`config.mk`:
```
export PLATFORM = sky130hd
export DESIGN_NAME = gtfmac_vnc_rate_count_multi
export DESIGN_NICKNAME = d
export VERILOG_FILES = /design/src/rtl/gtfmac_vnc_rate_count_pkg.sv /design/src/rtl/gtfmac_vnc_rate_count_ch.sv /design/src/rtl/gtfmac_vnc_rate_count_multi.sv
export SDC_FILE = /design/constraint.sdc
export NUM_CORES = 1
export LEC_CHECK = 0
export CAP_MARGIN = 5
export CORE_UTILIZATION = 41
export DETAILED_ROUTE_END_ITERATION = 8
export GPL_TIMING_DRIVEN = 0
export SETUP_SLACK_MARGIN = 0.15
export SLEW_MARGIN = 15
export SYNTH_ARGS = -nofsm -noshare
export SYNTH_HDL_FRONTEND = slang
export SYNTH_HIERARCHICAL = 1
export SYNTH_SLANG_ARGS = --single-unit
```
`constraint.sdc`:
```
create_clock -name clk -period 2.42 [get_ports clk]
set_clock_uncertainty 0.2 [all_clocks]
set_input_delay 0.484 -clock clk [delete_from_list [all_inputs] [get_ports clk]]
set_output_delay 0.484 -clock clk [all_outputs]
set_load 0.005 [all_outputs]
```
`src/rtl/gtfmac_vnc_rate_count_pkg.sv`:
```
// Shared types and helpers for the multi-channel rate counter.
// Optional min/max tracking is enabled by defining GTFMAC_VNC_RATE_COUNT_MINMAX_EN.
package gtfmac_vnc_rate_count_pkg;

  typedef enum logic {
    ST_IDLE = 1'b0,
    ST_RUN  = 1'b1
  } state_e;

  // Adds inc to val, holding at the all-ones value of a width-bit counter.
  function automatic logic [63:0] sat_inc(input logic [63:0] val,
                                          input logic        inc,
                                          input int unsigned width);
    logic [63:0] max_val;
    max_val = (width >= 64) ? {64{1'b1}} : ((64'd1 << width) - 64'd1);
    if (inc && (val != max_val)) begin
      return val + 64'd1;
    end
    return val;
  endfunction

endpackage

```
`src/rtl/gtfmac_vnc_rate_count_ch.sv`:
```
// One event channel: saturating live counter, snapshot, sticky overflow.
// Min/max snapshot tracking exists only with GTFMAC_VNC_RATE_COUNT_MINMAX_EN.
module gtfmac_vnc_rate_count_ch
  import gtfmac_vnc_rate_count_pkg::*;
#(
  parameter int CNT_W = 32
) (
  input  logic             clk,
  input  logic             reset,
  input  logic             event_in,
  input  logic             run,
  input  logic             boundary,
  input  logic             clear,
  output logic [CNT_W-1:0] count_out,
  output logic             overflow_out
`ifdef GTFMAC_VNC_RATE_COUNT_MINMAX_EN
  ,
  output logic [CNT_W-1:0] min_out,
  output logic [CNT_W-1:0] max_out
`endif
);

  logic [CNT_W-1:0] live_q, live_d;
  logic [CNT_W-1:0] snap_q, snap_d;
  logic             ovf_q, ovf_d;
  logic [CNT_W-1:0] inc_val;
  logic             sat_hit;

  always_comb begin
    inc_val = CNT_W'(sat_inc(64'(live_q), event_in, CNT_W));
    sat_hit = event_in & (&live_q);
    live_d  = live_q;
    snap_d  = snap_q;
    ovf_d   = ovf_q;
    if (clear) begin
      live_d = '0;
      ovf_d  = 1'b0;
    end else if (!run) begin
      live_d = '0;
    end else begin
      if (sat_hit) begin
        ovf_d = 1'b1;
      end
      // The boundary cycle's own event is folded into the snapshot.
      if (boundary) begin
        snap_d = inc_val;
        live_d = '0;
      end else begin
        live_d = inc_val;
      end
    end
  end

  always_ff @(posedge clk or posedge reset) begin
    if (reset) begin
      live_q <= '0;
      snap_q <= '0;
      ovf_q  <= 1'b0;
    end else begin
      live_q <= live_d;
      snap_q <= snap_d;
      ovf_q  <= ovf_d;
    end
  end

  assign count_out    = snap_q;
  assign overflow_out = ovf_q;

`ifdef GTFMAC_VNC_RATE_COUNT_MINMAX_EN
  logic [CNT_W-1:0] min_q, min_d;
  logic [CNT_W-1:0] max_q, max_d;

  always_comb begin
    min_d = min_q;
    max_d = max_q;
    if (clear) begin
      min_d = '1;
      max_d = '0;
    end else if (run && boundary) begin
      if (inc_val < min_q) begin
        min_d = inc_val;
      end
      if (inc_val > max_q) begin
        max_d = inc_val;
      end
    end
  end

  always_ff @(posedge clk or posedge reset) begin
    if (reset) begin
      min_q <= '1;
      max_q <= '0;
    end else begin
      min_q <= min_d;
      max_q <= max_d;
    end
  end

  assign min_out = min_q;
  assign max_out = max_q;
`endif

endmodule

```
`src/rtl/gtfmac_vnc_rate_count_multi.sv`:
```
// Multi-channel event rate counter windowed by an async one-second toggle.
// Defining GTFMAC_VNC_RATE_COUNT_MINMAX_EN adds min_out/max_out per channel.
module gtfmac_vnc_rate_count_multi
  import gtfmac_vnc_rate_count_pkg::*;
#(
  parameter int NUM_CH       = 4,
  parameter int CNT_W        = 32,
  parameter int WINDOW_EDGES = 1,
  parameter int SYNC_STAGES  = 2
) (
  input  logic                    clk,
  input  logic                    reset,
  input  logic                    one_second_edge,
  input  logic [NUM_CH-1:0]       event_in,
  input  logic                    clear,
  output logic [NUM_CH*CNT_W-1:0] counts_out,
  output logic                    snap_valid,
  output logic                    snap_stb,
  output logic [NUM_CH-1:0]       overflow
`ifdef GTFMAC_VNC_RATE_COUNT_MINMAX_EN
  ,
  output logic [NUM_CH*CNT_W-1:0] min_out,
  output logic [NUM_CH*CNT_W-1:0] max_out
`endif
);

  localparam int EC_W = (WINDOW_EDGES > 1) ? $clog2(WINDOW_EDGES) : 1;
  localparam logic [EC_W-1:0] EC_LAST = EC_W'(WINDOW_EDGES - 1);

  logic [SYNC_STAGES-1:0] sync_q, sync_d;
  logic                   edge_d_q;
  logic                   detect;
  state_e                 state_q, state_d;
  logic [EC_W-1:0]        edge_cnt_q, edge_cnt_d;
  logic                   snap_valid_q, snap_valid_d;
  logic                   snap_stb_q, snap_stb_d;
  logic                   boundary;
  logic                   run;

  assign sync_d = {sync_q[SYNC_STAGES-2:0], one_second_edge};
  // Either polarity of the reference marks a tick.
  assign detect = sync_q[SYNC_STAGES-1] ^ edge_d_q;
  assign run    = (state_q == ST_RUN);

  always_comb begin
    state_d      = state_q;
    edge_cnt_d   = edge_cnt_q;
    snap_valid_d = snap_valid_q;
    snap_stb_d   = 1'b0;
    boundary     = 1'b0;
    if (clear) begin
      state_d      = ST_IDLE;
      edge_cnt_d   = '0;
      snap_valid_d = 1'b0;
    end else begin
      case (state_q)
        ST_IDLE: begin
          if (detect) begin
            edge_cnt_d = '0;
            state_d    = ST_RUN;
          end
        end
        ST_RUN: begin
          if (detect) begin
            if (edge_cnt_q == EC_LAST) begin
              boundary     = 1'b1;
              edge_cnt_d   = '0;
              snap_stb_d   = 1'b1;
              snap_valid_d = 1'b1;
            end else begin
              edge_cnt_d = EC_W'(edge_cnt_q + 1'b1);
            end
          end
        end
        default: state_d = ST_IDLE;
      endcase
    end
  end

  always_ff @(posedge clk or posedge reset) begin
    if (reset) begin
      sync_q       <= '0;
      edge_d_q     <= 1'b0;
      state_q      <= ST_IDLE;
      edge_cnt_q   <= '0;
      snap_valid_q <= 1'b0;
      snap_stb_q   <= 1'b0;
    end else begin
      sync_q       <= sync_d;
      edge_d_q     <= sync_q[SYNC_STAGES-1];
      state_q      <= state_d;
      edge_cnt_q   <= edge_cnt_d;
      snap_valid_q <= snap_valid_d;
      snap_stb_q   <= snap_stb_d;
    end
  end

  assign snap_valid = snap_valid_q;
  assign snap_stb   = snap_stb_q;

  generate
    for (genvar gi = 0; gi < NUM_CH; gi++) begin : g_ch
      gtfmac_vnc_rate_count_ch #(
        .CNT_W(CNT_W)
      ) u_ch (
        .clk         (clk),
        .reset       (reset),
        .event_in    (event_in[gi]),
        .run         (run),
        .boundary    (boundary),
        .clear       (clear),
        .count_out   (counts_out[gi*CNT_W +: CNT_W]),
        .overflow_out(overflow[gi])
`ifdef GTFMAC_VNC_RATE_COUNT_MINMAX_EN
        ,
        .min_out     (min_out[gi*CNT_W +: CNT_W]),
        .max_out     (max_out[gi*CNT_W +: CNT_W])
`endif
      );
    end
  endgenerate

endmodule

```
==> results by group, run 1 <==
CTS
  • Insertion delay of the later-clocked pin in the worst-skew pair: 0.56 ns
  • Clk Tree Root Cell: sky130_fd_sc_hd__clkbuf_16
  • CTS tree: done
  • TritonCTS sink count: 266
  • Post-CTS clock slew at the launch and capture registers of the worst setup and hold paths: 0.06 ns
  • CTS H-Tree Depth: 1
  • Buffers from clock root to sink, at most: 3
  • Clock buffer count from CTS: 30

Global route
  • Grt ovf: 0
  • Maximum number of pins on one net before global-route repair: 37
  • Via count of the first global-routing pass: 11,100
  • Global-route wire length before repair: 59.8 mm
  • All-layer global routing usage: 23.6%
  • Initial antenna violation count: 1

Power and ir drop
  • Sequential group share of total power: 44.0%
  • Internal power: 0.00907 W
  • Overall power after layout: 0.0121 W
  • Pwr/cell area: 661 nW/um^2
  • Switching component of the power: 0.00301 W
  • Combinational cell fraction of total power: 17.2%
  • Fraction of power spent switching nets: 24.9%
  • Largest voltage drop on the vdd net: 0.000522 V
  • Static Leak: 7.26 nW
  • Clock power share: 38.8%

Setup path
  • Category of the worst setup path capture point: flop
  • Maximum fanout encountered on the critical timing path: 5
  • Endpoint required time on the critical path: 2.65 ns
  • Count of cells along the worst register-to-register path: 8
  • Worst Path Class, Setup: flop to flop
  • Critical path launch point: g_ch[3].u_ch/live_q[24]
  • Startpoint of the most critical register-to-register path: g_ch[3].u_ch/live_q[24]
  • Arrival time reported for the critical path endpoint: 2.53 ns
  • Startpoint kind of the worst setup timing path: flop

Job
  • Max-cap check violation count: 0

Logic synthesis
  • Synth Register Bits: 266
  • Total nets after synthesis: 1,326
  • Mean post-synth cell area: 9.68 sq um
  • Number of instances in the synthesized netlist: 1,314
  • Count of flip-flops with a built-in enable after synthesis: 0
  • Synth warn: 6
  • Unique cell type count in the Yosys netlist: 41
  • Sequential cell area fraction in the yosys report: 52.4%
  • FFs w/ async S/R, synth: 100%
  • Most instantiated flip-flop cell in the synthesis netlist: sky130_fd_sc_hd__dfrtp_1
  • Cell area after technology mapping: 12,700 sq um

STA
  • Final-layout setup total negative slack: 0 ns
  • Final min period: 2.30 ns
  • Final-report max-slew violation count: 0
  • Final setup fails: 0
  • Final hold violations: 0
  • Actual slew at the worst max-slew pin: 0.791 ns
  • Min setup slack post-route: 0.116 ns
  • RSZ-0062 raised after global routing: yes
  • Final critical-path share of the clock period: 95.2%
  • Fmax: 434 MHz
  • Worst max-slew margin expressed relative to the limit: 47.0%
  • Final Hold Slack: 0.147 ns

Detailed routing
  • DRC violation count after routing: 0
  • Violation count after the first detailed-routing iteration: 832
  • Number of optimization iterations in the first detailed-route pass: 5
  • Average wire per cell in the routed design: 19.6 microns
  • Count of vias placed by the detailed router: 12,000
  • Via density per instance: 5.84
  • Total Routed Length: 40.1 mm
  • Antenna Violating Nets Remaining: 0

Placed design
  • Worst setup slack after placement: -1.92 ns
  • GPL Wtd Cong: 0.889
  • Detailed placer's ending HPWL: 25.1 mm
  • Port Buffer Count: 141

Final layout
  • Post-synthesis to final-layout area growth: 43.6%
  • Proportion of layout cells with a drive suffix above 1: 29.4%
  • Number of nets at the end of the flow: 1,640
  • Inserted Diodes: 0

Floorplanning
  • Core Box Area: 30,500 sq um
  • Std cell rows: 64
  • Starting utilization of the core area: 41.7%
  • Top Ports: 142
  • Floorplan die area: 31,700 sq um
  • Die width: 178 microns
  • Height of the die: 178 microns

Min path
  • Number of cells on the worst hold path: 0
  • Classification of the worst-slack hold path: flop to flop
  • Hold path start: sync_q[0]

Run status
  • Outcome: finished, final reports clean
[worst max-delay path: stages, from the launching register on]
cell and delay, ns:
sky130_fd_sc_hd__dfrtp_1 0.43, sky130_fd_sc_hd__nand3_1 0.18, sky130_fd_sc_hd__or3_4 0.41, sky130_fd_sc_hd__buf_6 0.15, sky130_fd_sc_hd__nor4_4 0.26, sky130_fd_sc_hd__buf_4 0.19
sky130_fd_sc_hd__buf_6 0.15, sky130_fd_sc_hd__or3_4 0.14, sky130_fd_sc_hd__a31oi_1 0.08
[repair_timing]
| item | 4_1_cts | 5_1_grt |
|---|---|---|
| resized for setup | 116 | 270 |
| pin swaps | 39 | 120 |
| hold buffers | 0 | 0 |
| buffers inserted | 71 | 61 |
| gates cloned | 0 | 5 |
| setup endpoints to repair | 261 | 237 |
[flip-flops by register name (all words and copies together) (netlist names)]
name	count
g_ch.u_ch/live_q	128
sync_q	2
g_ch.u_ch/count_out	128
snap_stb	1
run	1
edge_d_q	1
snap_valid	1
g_ch.u_ch/overflow_out	4
[power by group through the flow]
stage	clock network [W]	logic (W)	registers, W
floorplan	0	0.000628	0.00539
global placement	0	0.00194	0.00540
detailed placement	0	0.00196	0.00541
CTS	0.00479	0.00201	0.00533
global route	0.00495	0.00229	0.00538
finish	0.00468	0.00208	0.00532
[synth_stat cells, drive strengths merged, types with 15 or more instances]
| master | n | area, sq um |
|---|---|---|
| or4 | 28 | 210 |
| dfrtp | 266 | 6660 |
| nand4 | 60 | 375 |
| buf | 32 | 180 |
| o31ai | 28 | 210 |
| nor2 | 137 | 514 |
| nand3 | 64 | 340 |
| or3 | 72 | 470 |
| a21oi | 89 | 445 |
| nand2 | 88 | 340 |
| and3 | 44 | 275 |
| o21ai | 112 | 561 |
| inv | 15 | 56.3 |
| and4 | 20 | 175 |
| xnor2 | 29 | 254 |
| a31oi | 96 | 601 |
| clkbuf | 48 | 185 |
[stage by stage]
stage,instance area [sq um],util (%),instances
final,18300,59.8,2048
after detailed placement,14700,48.2,1855
after global placement,14600,48.0,1851
after global routing,18300,59.8,2048
after floorplan,12700,-,1314
after CTS,16700,54.7,1982
[layout by cell type (no fill, tap or decap), drive strengths merged, types with 4 or more instances in the layout]
master / count
dfrtp: 266
buf: 183
nor2: 137
clkdlybuf4s50: 136
o21ai: 112
a31oi: 96
a21oi: 89
nand2: 88
clkbuf: 81
or3: 72
nand3: 64
nand4: 60
and3: 44
xnor2: 29
o31ai: 28
or4: 28
and4: 20
nor4: 12
and2: 12
inv: 11
clkinvlp: 9
a2111oi: 8
nor3: 8
mux2i: 8
clkinv: 6
and3b: 4
nand3b: 4
a211oi: 4
or3b: 4
a311o: 4
o41ai: 4
ha: 4
dlygate4sd2: 4
a311oi: 4
xor2: 4
[final timing paths]
| check | to | slack, ns |
|---|---|---|
| min in group asynchronous | snap_valid | 0.40 |
| hold reg to reg | sync_q[1] | 0.15 |
| setup reg to reg | g_ch[3].u_ch/count_out[25] | 0.12 |
| max in group asynchronous | g_ch[3].u_ch/live_q[3] | 0.77 |
| setup / recovery | g_ch[3].u_ch/count_out[25] | 0.12 |
| hold / removal | sync_q[1] | 0.15 |
[cell type report]
cell class	count	area [sq um]
Fill cell	2577	12300
Sequential cell	266	6690
Inverter	15	71.3
Timing Repair Buffer	282	2570
Tap cell	396	495
Multi-Input combinational cell	953	6760
Clock buffer	43	901
Clock inverter	13	128
Buffer	80	643
[per-layer routing]
| metal | part of all wire [%] | routed length, microns | vias to the layer above | track usage [%] |
|---|---|---|---|---|
| li1 | - | - | 5550 | - |
| met5 | 0.042 | 17 | - | 0 |
| met4 | 2.6 | 1050 | 2 | 7.30 |
| met2 | 48 | 19400 | 376 | 38.3 |
| met3 | 5.2 | 2080 | 82 | 3.35 |
| met1 | 44 | 17600 | 5954 | 32.5 |
[kinds of logic after synthesis]
logic type / share of synthesized area, %
AND/OR/NAND/NOR: 24.7
AO/OA/AOI/OAI: 16.3
flip-flops: 52.4
buffers and inverters: 3.32
XOR/XNOR: 2.27
multiplexers: 0.630
adder cells (fa/ha/maj): 0.394
Note: power is estimated with default switching activity, not from simulation.
==> run 2: changes to the inputs <==
--- a/config.mk
+++ b/config.mk
@@ -9,6 +9,7 @@
 export CORE_UTILIZATION = 41
 export DETAILED_ROUTE_END_ITERATION = 8
 export GPL_TIMING_DRIVEN = 0
+export RECOVER_POWER = 25
 export SETUP_SLACK_MARGIN = 0.15
 export SLEW_MARGIN = 15
 export SYNTH_ARGS = -nofsm -noshare
==> constraint.sdc (replaced) <==
create_clock -name clk -period 1.9 [get_ports clk]
set_clock_uncertainty 0.2 [all_clocks]
set_input_delay 0.38 -clock clk [delete_from_list [all_inputs] [get_ports clk]]
set_output_delay 0.38 -clock clk [all_outputs]
set_load 0.005 [all_outputs]
==> run 2 against run 1 <==
  * The flow now finishes with violations (negative setup slack)
  * Power grew 32%
  * Routed wire length rose by 19%
  * Largest cell class unchanged
  * Setup slack got worse by 0.64 ns
  * Flip-flop and latch count unchanged
  * Die area unchanged
  * Non-clock buffer count rose by 216
  * Sequential power is 27% higher
  * First-iteration DRC count decreased by 3.7%
  * Worst hold slack lost 0.11 ns
==> results by group, run 2 (synthesis results as in run 1) <==
Detailed routing
  • Count of vias placed by the detailed router: 13,300
  • DRC violation count after routing: 0
  • Average wire per cell in the routed design: 21.1 microns
  • Total Routed Length: 47.7 mm
  • Top layer used by detailed routing: met5
  • Violation count after the first detailed-routing iteration: 801
  • Via density per instance: 5.87
  • Met3 layer wire length in the routed design: 2.34 mm
  • Number of optimization iterations in the first detailed-route pass: 6
  • Routed metal-1 wirelength: 19.4 mm
  • Routed met2 length: 24.2 mm
  • Antenna Violating Nets Remaining: 0

Run status
  • Outcome: complete, but fails checks
  • Failing checks: negative setup slack

Power and ir drop
  • Pwr/cell area: 729 nW/um^2
  • Largest voltage drop on the vdd net: 0.000859 V
  • Static Leak: 9.11 nW

Global route
  • Maximum number of pins on one net before global-route repair: 35
  • Initial antenna violation count: 2
  • All-layer global routing usage: 27.2%
  • Global-route wire length before repair: 68.3 mm
  • Grt ovf: 0
  • Via count of the first global-routing pass: 12,800

Final layout
  • Most common library cell in the layout ignoring fill and taps: sky130_fd_sc_hd__buf_4
  • Final non-filler cell area: 21,800 sq um
  • Fill cell total of the finished layout: 2,092
  • Proportion of layout cells with a drive suffix above 1: 57.9%
  • Number of nets at the end of the flow: 1,855
  • Commonest cells after routing, fill and taps aside: sky130_fd_sc_hd__buf_4, sky130_fd_sc_hd__dfrtp_1, sky130_fd_sc_hd__nor2_1
  • Post-synthesis to final-layout area growth: 71.4%

Setup path
  • Cell with the most instances on the worst path: sky130_fd_sc_hd__buf_6
  • Cell family contributing the most delay on the critical path: simple AND/OR/NAND/NOR gates
  • Ordered cell list for the critical path: nand4_1 > or3_4 > buf_6 > nor4_4 > buf_6 > buf_6 > buf_6 > or3_4 > a31oi_4
  • Worst Path Class, Setup: flop to flop
  • Category of the worst setup path capture point: flop
  • Critical path buffer and inverter count: 4
  • CP Depth: 9
  • Endpoint required time on the critical path: 2.12 ns
  • Startpoint kind of the worst setup timing path: flop
  • Arrival time reported for the critical path endpoint: 2.65 ns
  • Cell with the biggest individual delay on the critical path: sky130_fd_sc_hd__or3_4
  • Maximum fanout encountered on the critical timing path: 6
  • Count of cells along the worst register-to-register path: 9
  • CP max stage delay: 0.46 ns

STA
  • Worst max-slew margin expressed relative to the limit: 36.5%
  • Final setup fails: 264
  • Final-report max-slew violation count: 0
  • Final min period: 2.42 ns
  • RSZ-0062 raised after global routing: yes
  • Min setup slack post-route: -0.523 ns
  • Actual slew at the worst max-slew pin: 0.947 ns
  • Fmax: 413 MHz
  • Final critical-path share of the clock period: 128%
  • Final hold violations: 0

Floorplanning
  • Std cell rows: 64
  • Core Box Area: 30,500 sq um
  • Floorplan die area: 31,700 sq um
  • Height of the die: 178 microns
  • Die width: 178 microns
  • Top Ports: 142
  • Starting utilization of the core area: 41.7%

Placed design
  • GPL Wtd Cong: 0.891
  • Port Buffer Count: 141
  • Worst setup slack after placement: -1.70 ns
  • Detailed placer's ending HPWL: 25.9 mm
  • Dpl cell area: 15,300 sq um

CTS
  • CTS H-Tree Depth: 1
  • Clock buffer count from CTS: 29
  • Insertion delay of the later-clocked pin in the worst-skew pair: 0.56 ns
  • TritonCTS sink count: 266
  • Post-CTS Hold Fix Bufs: 0
  • CTS tree: done
  • Clk Tree Root Cell: sky130_fd_sc_hd__clkbuf_16
  • Post-CTS clock slew at the launch and capture registers of the worst setup and hold paths: 0.06 ns
  • Buffers from clock root to sink, at most: 3

Job
  • Max-cap check violation count: 0

Min path
  • Classification of the worst-slack hold path: primary input to flop
  • Number of cells on the worst hold path: 2
## run 2: cell count changes in the layout (fill, tap and decap cells not counted), moves of 24 or more
cell and change:
sky130_fd_sc_hd__clkdlybuf4s50_1 -136, sky130_fd_sc_hd__buf_2 +52, sky130_fd_sc_hd__o21ai_0 -24, sky130_fd_sc_hd__a21oi_1 -57
sky130_fd_sc_hd__buf_4 +134, sky130_fd_sc_hd__clkdlybuf4s15_1 +24, sky130_fd_sc_hd__buf_6 +60, sky130_fd_sc_hd__or3_1 -40
sky130_fd_sc_hd__o21ai_2 +29, sky130_fd_sc_hd__a21oi_2 +57, sky130_fd_sc_hd__clkbuf_2 +37, sky130_fd_sc_hd__or3_4 +40
## run 2: metrics by stage
step / TNS [ns] / std cells / total power (W) / hold WS (ns) / util [%]
floorplan: -10.31 / 1314 / 0.00770 / -0.0291 / -
global placement: -474.00 / 1851 / 0.00937 / 0.132 / 49.8
detailed placement: -356.07 / 1857 / 0.00943 / 0.136 / 50.2
CTS: -56.83 / 2141 / 0.0158 / 0.0650 / 65.0
global route: -98.93 / 2262 / 0.0166 / 0.0678 / 71.4
finish: -72.99 / 2262 / 0.0159 / 0.0370 / 71.4
## run 2: per-layer routing
metal | up-vias | global-route usage (%)
li1 | 5993 | -
met1 | 6663 | 35.1
met2 | 469 | 46.5
met3 | 140 | 4.26
met4 | 2 | 9.19
met5 | - | 0
## run 2: final timing paths
check	to	start	slack, ns
worst max-delay path	g_ch[2].u_ch/count_out[9]	g_ch[2].u_ch/live_q[30]	-0.52
worst min-delay path	g_ch[1].u_ch/overflow_out	clear	0.04
worst max register to register	g_ch[2].u_ch/count_out[9]	g_ch[2].u_ch/live_q[30]	-0.52
worst min register to register	sync_q[1]	sync_q[0]	0.15
max in group asynchronous	g_ch[1].u_ch/live_q[22]	reset	0
min in group asynchronous	snap_valid	reset	0.18
## run 2: power by group
group,switching [W],leakage (nW),internal (W)
combinational,0.00123,5.07,0.00162
clock,0.00239,0.535,0.00390
sequential,0.000396,3.50,0.00636
## run 2: what timing repair did
| action | CTS | global route |
|---|---|---|
| gates resized for setup | 823 | 348 |
| endpoints found under the setup margin | 395 | 316 |
| pin swaps | 252 | 215 |
| gates cloned | 9 | 1 |
| setup buffers | 222 | 119 |
| hold endpoints to repair | 0 | 0 |
## run 2: area by class of cell
cell class	instances	area, sq um	share of cell area, %
Antenna cell	1	2.50	0.0115
Buffer	80	918	4.21
Clock buffer	37	836	3.83
Clock inverter	16	233	1.07
Inverter	15	66.3	0.304
Multi-Input combinational cell	953	8510	39.1
Sequential cell	266	6700	30.8
Tap cell	396	495	2.27
Timing Repair Buffer	498	4030	18.5
